### config.mk
export PLATFORM = sky130hd
export DESIGN_NAME = clken_nco_bank
export DESIGN_NICKNAME = d
export VERILOG_FILES = /design/src/rtl/clken_pkg.sv /design/src/rtl/clken_nco_ch.sv /design/src/rtl/clken_nco_bank.sv
export SDC_FILE = /design/constraint.sdc
export NUM_CORES = 1
export LEC_CHECK = 0
export BUFFER_PORTS_ARGS = -buffer_cell sky130_fd_sc_hd__buf_2
export CELL_PAD_IN_SITES_DETAIL_PLACEMENT = 0
export CELL_PAD_IN_SITES_GLOBAL_PLACEMENT = 2
export CORE_MARGIN = 5
export CORE_UTILIZATION = 25
export CTS_CLUSTER_DIAMETER = 150
export CTS_CLUSTER_SIZE = 40
export DETAILED_ROUTE_END_ITERATION = 10
export GPL_ROUTABILITY_DRIVEN = 0
export PLACE_DENSITY = 0.71
export SLEW_MARGIN = 20
export SYNTH_ARGS = -nofsm -noshare
export SYNTH_HDL_FRONTEND = slang
export SYNTH_HIERARCHICAL = 1
export SYNTH_SLANG_ARGS = --single-unit
### constraint.sdc
create_clock -name refclk -period 2.8 [get_ports refclk]
set_input_delay 0.56 -clock refclk [delete_from_list [all_inputs] [get_ports refclk]]
set_output_delay 0.56 -clock refclk [all_outputs]
set_load 0.01 [all_outputs]
### src/rtl/clken_pkg.sv
// Shared types and standard increments for the clock-enable NCO bank.
// Increments assume a 32-bit accumulator: enable rate = f_refclk * inc / 2^32.
package clken_pkg;

  typedef enum logic [1:0] {
    IDLE   = 2'd0,
    SETTLE = 2'd1,
    LOCKED = 2'd2
  } state_e;

  localparam logic [31:0] INC_OFF  = 32'h0000_0000;
  localparam logic [31:0] INC_DIV2 = 32'h8000_0000;
  localparam logic [31:0] INC_DIV3 = 32'h5555_5556;
  localparam logic [31:0] INC_DIV4 = 32'h4000_0000;

endpackage

### src/rtl/clken_nco_ch.sv
// One phase-accumulator channel: a carry-out gives a one-cycle enable pulse,
// and the registered accumulator MSB gives a square wave.
module clken_nco_ch #(
  parameter int ACC_W = 32
) (
  input  logic             clk,
  input  logic             rst_n,
  input  logic             load,
  input  logic             run,
  input  logic [ACC_W-1:0] inc,
  input  logic [ACC_W-1:0] phase,
  output logic             ce,
  output logic             sq
);

  logic [ACC_W-1:0] acc_q;
  logic [ACC_W-1:0] inc_q;
  logic [ACC_W:0]   sum;

  // Extra top bit captures the wrap, which is the enable pulse.
  always_comb sum = {1'b0, acc_q} + {1'b0, inc_q};

  // NOTE: state registers use non-blocking assignments so every flop samples
  // pre-edge values, independent of statement or process order.
  always_ff @(posedge clk or negedge rst_n) begin
    if (!rst_n) begin
      acc_q <= '0;
      inc_q <= '0;
      ce    <= 1'b0;
      sq    <= 1'b0;
    end else if (load) begin
      acc_q <= phase;
      inc_q <= inc;
      ce    <= 1'b0;
      sq    <= phase[ACC_W-1];
    end else if (run) begin
      acc_q <= sum[ACC_W-1:0];
      ce    <= sum[ACC_W];
      sq    <= sum[ACC_W-1];
    end else begin
      ce    <= 1'b0;
    end
  end

endmodule

### src/rtl/clken_nco_bank.sv
// Bank of NUM_CH fractional clock-enable NCOs with a coherent reload strobe
// and a lock indicator that rises LOCK_CYCLES edges after the last reload.
module clken_nco_bank
  import clken_pkg::*;
#(
  parameter int NUM_CH      = 5,
  parameter int ACC_W       = 32,
  parameter int LOCK_CYCLES = 16
) (
  input  logic                    refclk,
  input  logic                    rst_n,
  input  logic [NUM_CH*ACC_W-1:0] cfg_inc,
  input  logic [NUM_CH*ACC_W-1:0] cfg_phase,
  input  logic                    cfg_load,
  input  logic [NUM_CH-1:0]       ch_en,
  output logic [NUM_CH-1:0]       ce_out,
  output logic [NUM_CH-1:0]       sq_out,
  output logic                    locked
);

  localparam int CNT_W = $clog2(LOCK_CYCLES + 1);
  localparam logic [CNT_W-1:0] CNT_LAST = CNT_W'(LOCK_CYCLES - 1);

  state_e           state_q, state_d;
  logic [CNT_W-1:0] cnt_q, cnt_d;
  logic             running;

  always_ff @(posedge refclk or negedge rst_n) begin
    if (!rst_n) begin
      state_q <= IDLE;
      cnt_q   <= '0;
      locked  <= 1'b0;
    end else begin
      state_q <= state_d;
      cnt_q   <= cnt_d;
      locked  <= (state_d == LOCKED);
    end
  end

  // NOTE: next-state outputs get defaults first so no path can infer a latch.
  always_comb begin
    state_d = state_q;
    cnt_d   = cnt_q;
    if (cfg_load) begin
      state_d = SETTLE;
      cnt_d   = '0;
    end else if (state_q == SETTLE) begin
      if (cnt_q == CNT_LAST) state_d = LOCKED;
      else                   cnt_d   = cnt_q + CNT_W'(1);
    end
  end

  // Accumulators stay parked at their reset value until the first reload.
  assign running = (state_q != IDLE);

  for (genvar i = 0; i < NUM_CH; i++) begin : g_ch
    clken_nco_ch #(
      .ACC_W (ACC_W)
    ) u_ch (
      .clk   (refclk),
      .rst_n (rst_n),
      .load  (cfg_load),
      .run   (running & ch_en[i]),
      .inc   (cfg_inc[i*ACC_W +: ACC_W]),
      .phase (cfg_phase[i*ACC_W +: ACC_W]),
      .ce    (ce_out[i]),
      .sq    (sq_out[i])
    );
  end

endmodule

After elaboration in Yosys (flattened, before gate mapping)
Cells that the tools add are included.
{"block": "classes", "shifts": 0, "n_bitwise": 5, "muxes": 36, "div": 0, "reduce_logical": 8, "n_lt_le_gt_ge": 0, "addsub": 6, "multipliers": 0, "eq_ne": 4}
{"op": "$mux 32", "n": 10}
{"op": "$add 32x32->33", "n": 5}
{"op": "$mux 1", "n": 20}
{"op": "$mux 5", "n": 3}
{"op": "$reduce_bool 2->1", "n": 7}
{"op": "$mux 2", "n": 3}
{"op": "$add 5x1->5 const B", "n": 1}
{"op": "$and 1x1->1", "n": 5}
{"op": "$eq 5x4->1 const B", "n": 1}
{"op": "$eq 2x1->1 const B", "n": 1}
{"op": "$eq 2x2->1 const B", "n": 1}
{"op": "$ne 2x2->1 const B", "n": 1}
{"op": "$reduce_and 2->1", "n": 1}
{"block": "word_totals", "register_bits": 338, "elab_cells": 82, "ram_bits": 0, "input_bits": 328, "latch_bits": 0, "rom_bits": 0, "n_memories": 0, "output_inout_bits": 11}

Longest topological paths before layout
{"block": "logic_depth", "depth_word": 5, "mapped_depth": 9, "mapped_depth_nobuf": 9}

Hierarchy
Netlist, hierarchy kept.
{"module": "clken_nco_ch (g_ch[2].u_ch ...)", "area_each_um2": 4504.3, "seq_area_each_um2": 1626.6, "n_inst": 3, "cells_per_inst": 464}
{"module": "clken_nco_ch (g_ch[0].u_ch ...)", "area_each_um2": 4232.8, "seq_area_each_um2": 1626.6, "n_inst": 2, "cells_per_inst": 430}
{"module": "clken_nco_bank", "area_each_um2": 421.7, "seq_area_each_um2": 200.2, "n_inst": 1, "cells_per_inst": 40}

Least setup slack after synthesis
OpenSTA, ideal clock, no wires.
{"block": "synth_path", "path_kind": "register to register", "from": "register g_ch[0].u_ch.acc_q[0]", "to": "register g_ch[0].u_ch.acc_q[28]", "setup_slack_ns": 0.349, "path_buffers": 0, "setup_time_ns": 0.128, "arrival_time_ns": 2.323, "period_less_slack_ns": 2.451, "stages_incl_launch_ff": 10, "path_cell_list": "dfrtp_1 > ha_1 > fa_1 > a21o_1 > a221oi_2 > o2111ai_1 > a31oi_1 > a21oi_1 > xnor2_1 > o21ai_1"}
{"block": "synth_via", "elab_chain_len": 3}
{"item": "start, declared", "line_no": "clken_nco_ch.sv:16", "text": "logic [ACC_W-1:0] acc_q;"}
{"item": "start signal, assigned", "line_no": "clken_nco_ch.sv:32", "text": "acc_q <= phase;"}
{"item": "start signal, assigned", "line_no": "clken_nco_ch.sv:37", "text": "acc_q <= sum[ACC_W-1:0];"}
{"item": "$add 32x32->33", "line_no": "clken_nco_ch.sv:21", "text": "always_comb sum = {1'b0, acc_q} + {1'b0, inc_q};"}
{"item": "$mux 32", "line_no": "clken_nco_ch.sv:36", "text": "end else if (run) begin"}
{"item": "$mux 32", "line_no": "clken_nco_ch.sv:31", "text": "end else if (load) begin"}
Every way passes these cells. The select of a mux whose other input is x is not followed.
A chain may end at the register's enable or synchronous reset.

Worst setup path after layout
{"block": "layout_path", "from": "register g_ch[3].u_ch.acc_q[0]", "to": "register g_ch[3].u_ch.acc_q[28]"}
{"block": "layout_via", "elab_chain_len": 3}
{"item": "start, declared", "line_no": "clken_nco_ch.sv:16"}
{"item": "start signal, assigned", "line_no": "clken_nco_ch.sv:32"}
{"item": "start signal, assigned", "line_no": "clken_nco_ch.sv:37"}
{"item": "$add 32x32->33", "line_no": "clken_nco_ch.sv:21"}
{"item": "$mux 32", "line_no": "clken_nco_ch.sv:36"}
{"item": "$mux 32", "line_no": "clken_nco_ch.sv:31"}
Every way passes these cells. The select of a mux whose other input is x is not followed.

==> results.sh <==
export IMPL_drv_slew=0
export IMPL_cts_sink_count=333
export IMPL_setup_viol=0
export IMPL_crit_path_end_kind="register"
export IMPL_yosysMostFrequentCell="dfrtp_1"
export IMPL_synth_area_per_cell_um2=9.77
export IMPL_period_share=0.954
export IMPL_crit_path_start_kind="register"
export IMPL_ys_top_cells_by_count="dfrtp_1 (333), nand2_1 (195), a21oi_1 (188)"
export IMPL_worst_pin_slew_ps=844
export IMPL_hold_class="in -> reg"
export IMPL_seq_area_um2=8330
export IMPL_period_minus_slack_ps=2670
export IMPL_ir_worst_vdd_v=0.000406
export IMPL_yosys_area_top_type_share=0.372
export IMPL_synthTopCellsByArea="dfrtp_1 (37%), ha_1 (9.0%), mux2_2 (8.0%), a21oi_1 (4.2%), o21ai_0 (3.6%)"
export IMPL_drv_cap=0
export IMPL_grt_pass1_vias=19747
export IMPL_syn_num_nets=2787
export IMPL_grt_pass1_wl_mm=116
export IMPL_rrSetupSlack_ps=130
export IMPL_antenna_found_initial=28
export IMPL_drc=0
export IMPL_required_ps=3280
export IMPL_num_io_pins=339
export IMPL_placed_cell_area_um2=25800
export IMPL_utilization=0.299
export IMPL_drive_gt1_frac=0.266
export IMPL_fin_area_um2=26500
export IMPL_synth_cell_types=73
export IMPL_power_mw=18.3
export IMPL_clk_latency_ps=560
export IMPL_drtAntennaViolNets=0
export IMPL_setup_tns_ps=0
export IMPL_synth_seq_cells=333
export IMPL_dp_hpwl_mm=59.5
export IMPL_wl_mm=75.6
export IMPL_ys_seq_area_frac=0.372
export IMPL_multi_input_area_um2=13500
export IMPL_syn_inst=2292
export IMPL_die_h_um=309
export IMPL_dr_first_iter_drc_count=1014
export IMPL_worstSetupStartpoint="g_ch[3].u_ch/acc_q[0]"
export IMPL_p_per_area_nw_per_um2=690
export IMPL_initial_core_util=0.253
export IMPL_ys_flop_type="dfrtp_1"
export IMPL_reg2regPathDepth=10
export IMPL_cts_buffers=14
export IMPL_core_rowCount=109
export IMPL_fp_dieW_um=309
export IMPL_crit_type="reg -> reg"
export IMPL_rr_startpoint="g_ch[3].u_ch/acc_q[0]"
export IMPL_clock_skew_ps=19.7
export IMPL_yosys_area_top_type="dfrtp_1"
export IMPL_synth_edf_count=0
export IMPL_cts_tree="built"
export IMPL_cts_buffer_depth=3
export IMPL_grt_max_degree=67
export IMPL_fmax_mhz=374
export IMPL_hold_violations=0
export IMPL_filler_cell_count=9390
export IMPL_core_area_um2=88600
export IMPL_synth_warnings=6
export IMPL_root_buffer="clkbuf_16"
export IMPL_vias=19107
export IMPL_netlist_area_um2=22400
export IMPL_r2r_end="g_ch[3].u_ch/acc_q[28]"
export IMPL_wl_per_cell_um=19.8
export IMPL_grt_total_usage=0.151
export IMPL_cts_reportedPaths_clkPinSlew_ps=150
export IMPL_max_slew_margin=0.437
export IMPL_grt_overflow_total=0
export IMPL_synthArstFlopShare=1.00
export IMPL_fin_nets=3126
export IMPL_crit_arrival_ps=3150
export IMPL_syn2layout_area_growth_pct=18.2
export IMPL_leakage_nw=11.6
export IMPL_dr_pass1_iters=7
export IMPL_endpoint="g_ch[3].u_ch/acc_q[28]"
export IMPL_htree_levels=1
export IMPL_status="finished, final reports clean"
export IMPL_cp_max_fo=2
export IMPL_io_buffers=338
export IMPL_die_area_um2=95700
export IMPL_via_per_inst=5.01
## through the flow
stage,std cells,hold slack (ps),setup slack (ps)
2_1_floorplan,2292,264,349
4_1_cts,3800,156,21.6
3_5_place_dp,3775,500,22.0
6_report,3817,205,129
5_1_grt,3809,159,-11.5
3_3_place_gp,3775,493,-1.66
## power by group
group / switching (mW) / internal (mW) / leakage (nW)
clock: 1.79 / 1.12 / 0.240
sequential: 0.512 / 5.56 / 3.96
combinational: 5.36 / 3.93 / 7.40
total: 7.66 / 10.6 / 11.6
## worst min-delay path by stage
| stage | from | to | slack, ps | depth (start not counted) |
|---|---|---|---|---|
| 2_1_floorplan | rst_n | cnt_q[0] | 260 | 0 |
| 3_3_place_gp | g_ch[4].u_ch/acc_q[25] | g_ch[4].u_ch/acc_q[25] | 490 | 2 |
| 3_5_place_dp | g_ch[2].u_ch/acc_q[17] | g_ch[2].u_ch/acc_q[17] | 500 | 2 |
| 4_1_cts | cfg_phase[97] | g_ch[3].u_ch/acc_q[1] | 160 | 3 |
| 5_1_grt | cfg_inc[17] | g_ch[0].u_ch/inc_q[17] | 160 | 2 |
| 6_report | cfg_phase[147] | g_ch[4].u_ch/acc_q[19] | 210 | 3 |
## critical path, cell delays in order (launching register included)
cell	delay (ps)
dfrtp_1	400
ha_1	230
fa_2	360
a21o_1	190
a221oi_1	240
buf_4	170
o21ai_1	100
o2111ai_1	400
a21boi_1	200
xnor2_1	160
o21ai_0	140
## cell usage in the layout, fill, tap and decap left out, types with 6 or more instances in the layout
| master | count |
|---|---|
| ha_1 | 162 |
| dfrtp_1 | 333 |
| a311oi_2 | 6 |
| a221oi_1 | 7 |
| o21ai_0 | 159 |
| o21ai_1 | 82 |
| a21o_1 | 59 |
| clkbuf_16 | 15 |
| nor3_1 | 31 |
| a221oi_2 | 11 |
| buf_12 | 7 |
| buf_2 | 336 |
| o211ai_1 | 12 |
| nand2b_1 | 11 |
| nand3_1 | 30 |
| and4_1 | 14 |
| a211o_1 | 6 |
| buf_4 | 82 |
| xor2_1 | 64 |
| nand2_1 | 195 |
| a22oi_1 | 80 |
| mux2_2 | 160 |
| nor2_1 | 89 |
| nor2b_1 | 25 |
| xnor2_1 | 75 |
| inv_1 | 43 |
| nand4_1 | 38 |
| o21a_1 | 11 |
| a221o_1 | 10 |
| o22ai_1 | 11 |
| mux2i_1 | 61 |
| a31oi_1 | 13 |
| a211oi_1 | 35 |
| o21bai_1 | 25 |
| o221ai_1 | 8 |
| and3_1 | 15 |
| a21oi_1 | 186 |
| a211oi_2 | 9 |
| diode_2 | 13 |
## flip-flops by register name, summed over array words and instances (netlist names)
signal / cells
g_ch.u_ch/acc_q: 160
g_ch.u_ch/inc_q: 160
cnt_q: 5
g_ch.u_ch/ce: 5
state_q: 2
locked: 1
## what timing repair did
action	4_1_cts	5_1_grt
gates resized for setup	2	16
setup buffers	0	4
pin swaps	0	6
endpoints found under the hold margin	28	0
hold buffers	1	0
setup endpoints to repair	3	35
## area by class of cell
cell class	instances	share of cell area
multi-input cells	1811	0.511
well taps	1165	0.0551
clock inverters	6	0.00265
repair buffers	428	0.0936
inverters	43	0.00610
diodes	13	0.00123
flip-flops and latches	333	0.315
clock buffers	18	0.0157
## layer usage
metal  routed length (um)  global-route usage  up-vias
li1                     -                   -     9259
met1                36300               0.214     9385
met2                34400               0.245      380
met3                 3600              0.0252       77
met4                 1260              0.0301        6
met5                   34                   0        -
## cells by family after synthesis
group           after synthesis  share of synthesized area
flops                       333                      0.372
simple gates                490                      0.107
buf+inv                     148                     0.0294
compound gates              793                      0.234
mux                         222                      0.108
fa+ha+maj                   167                     0.0950
xor+xnor                    139                     0.0543
(Power assumes the default switching activity.)
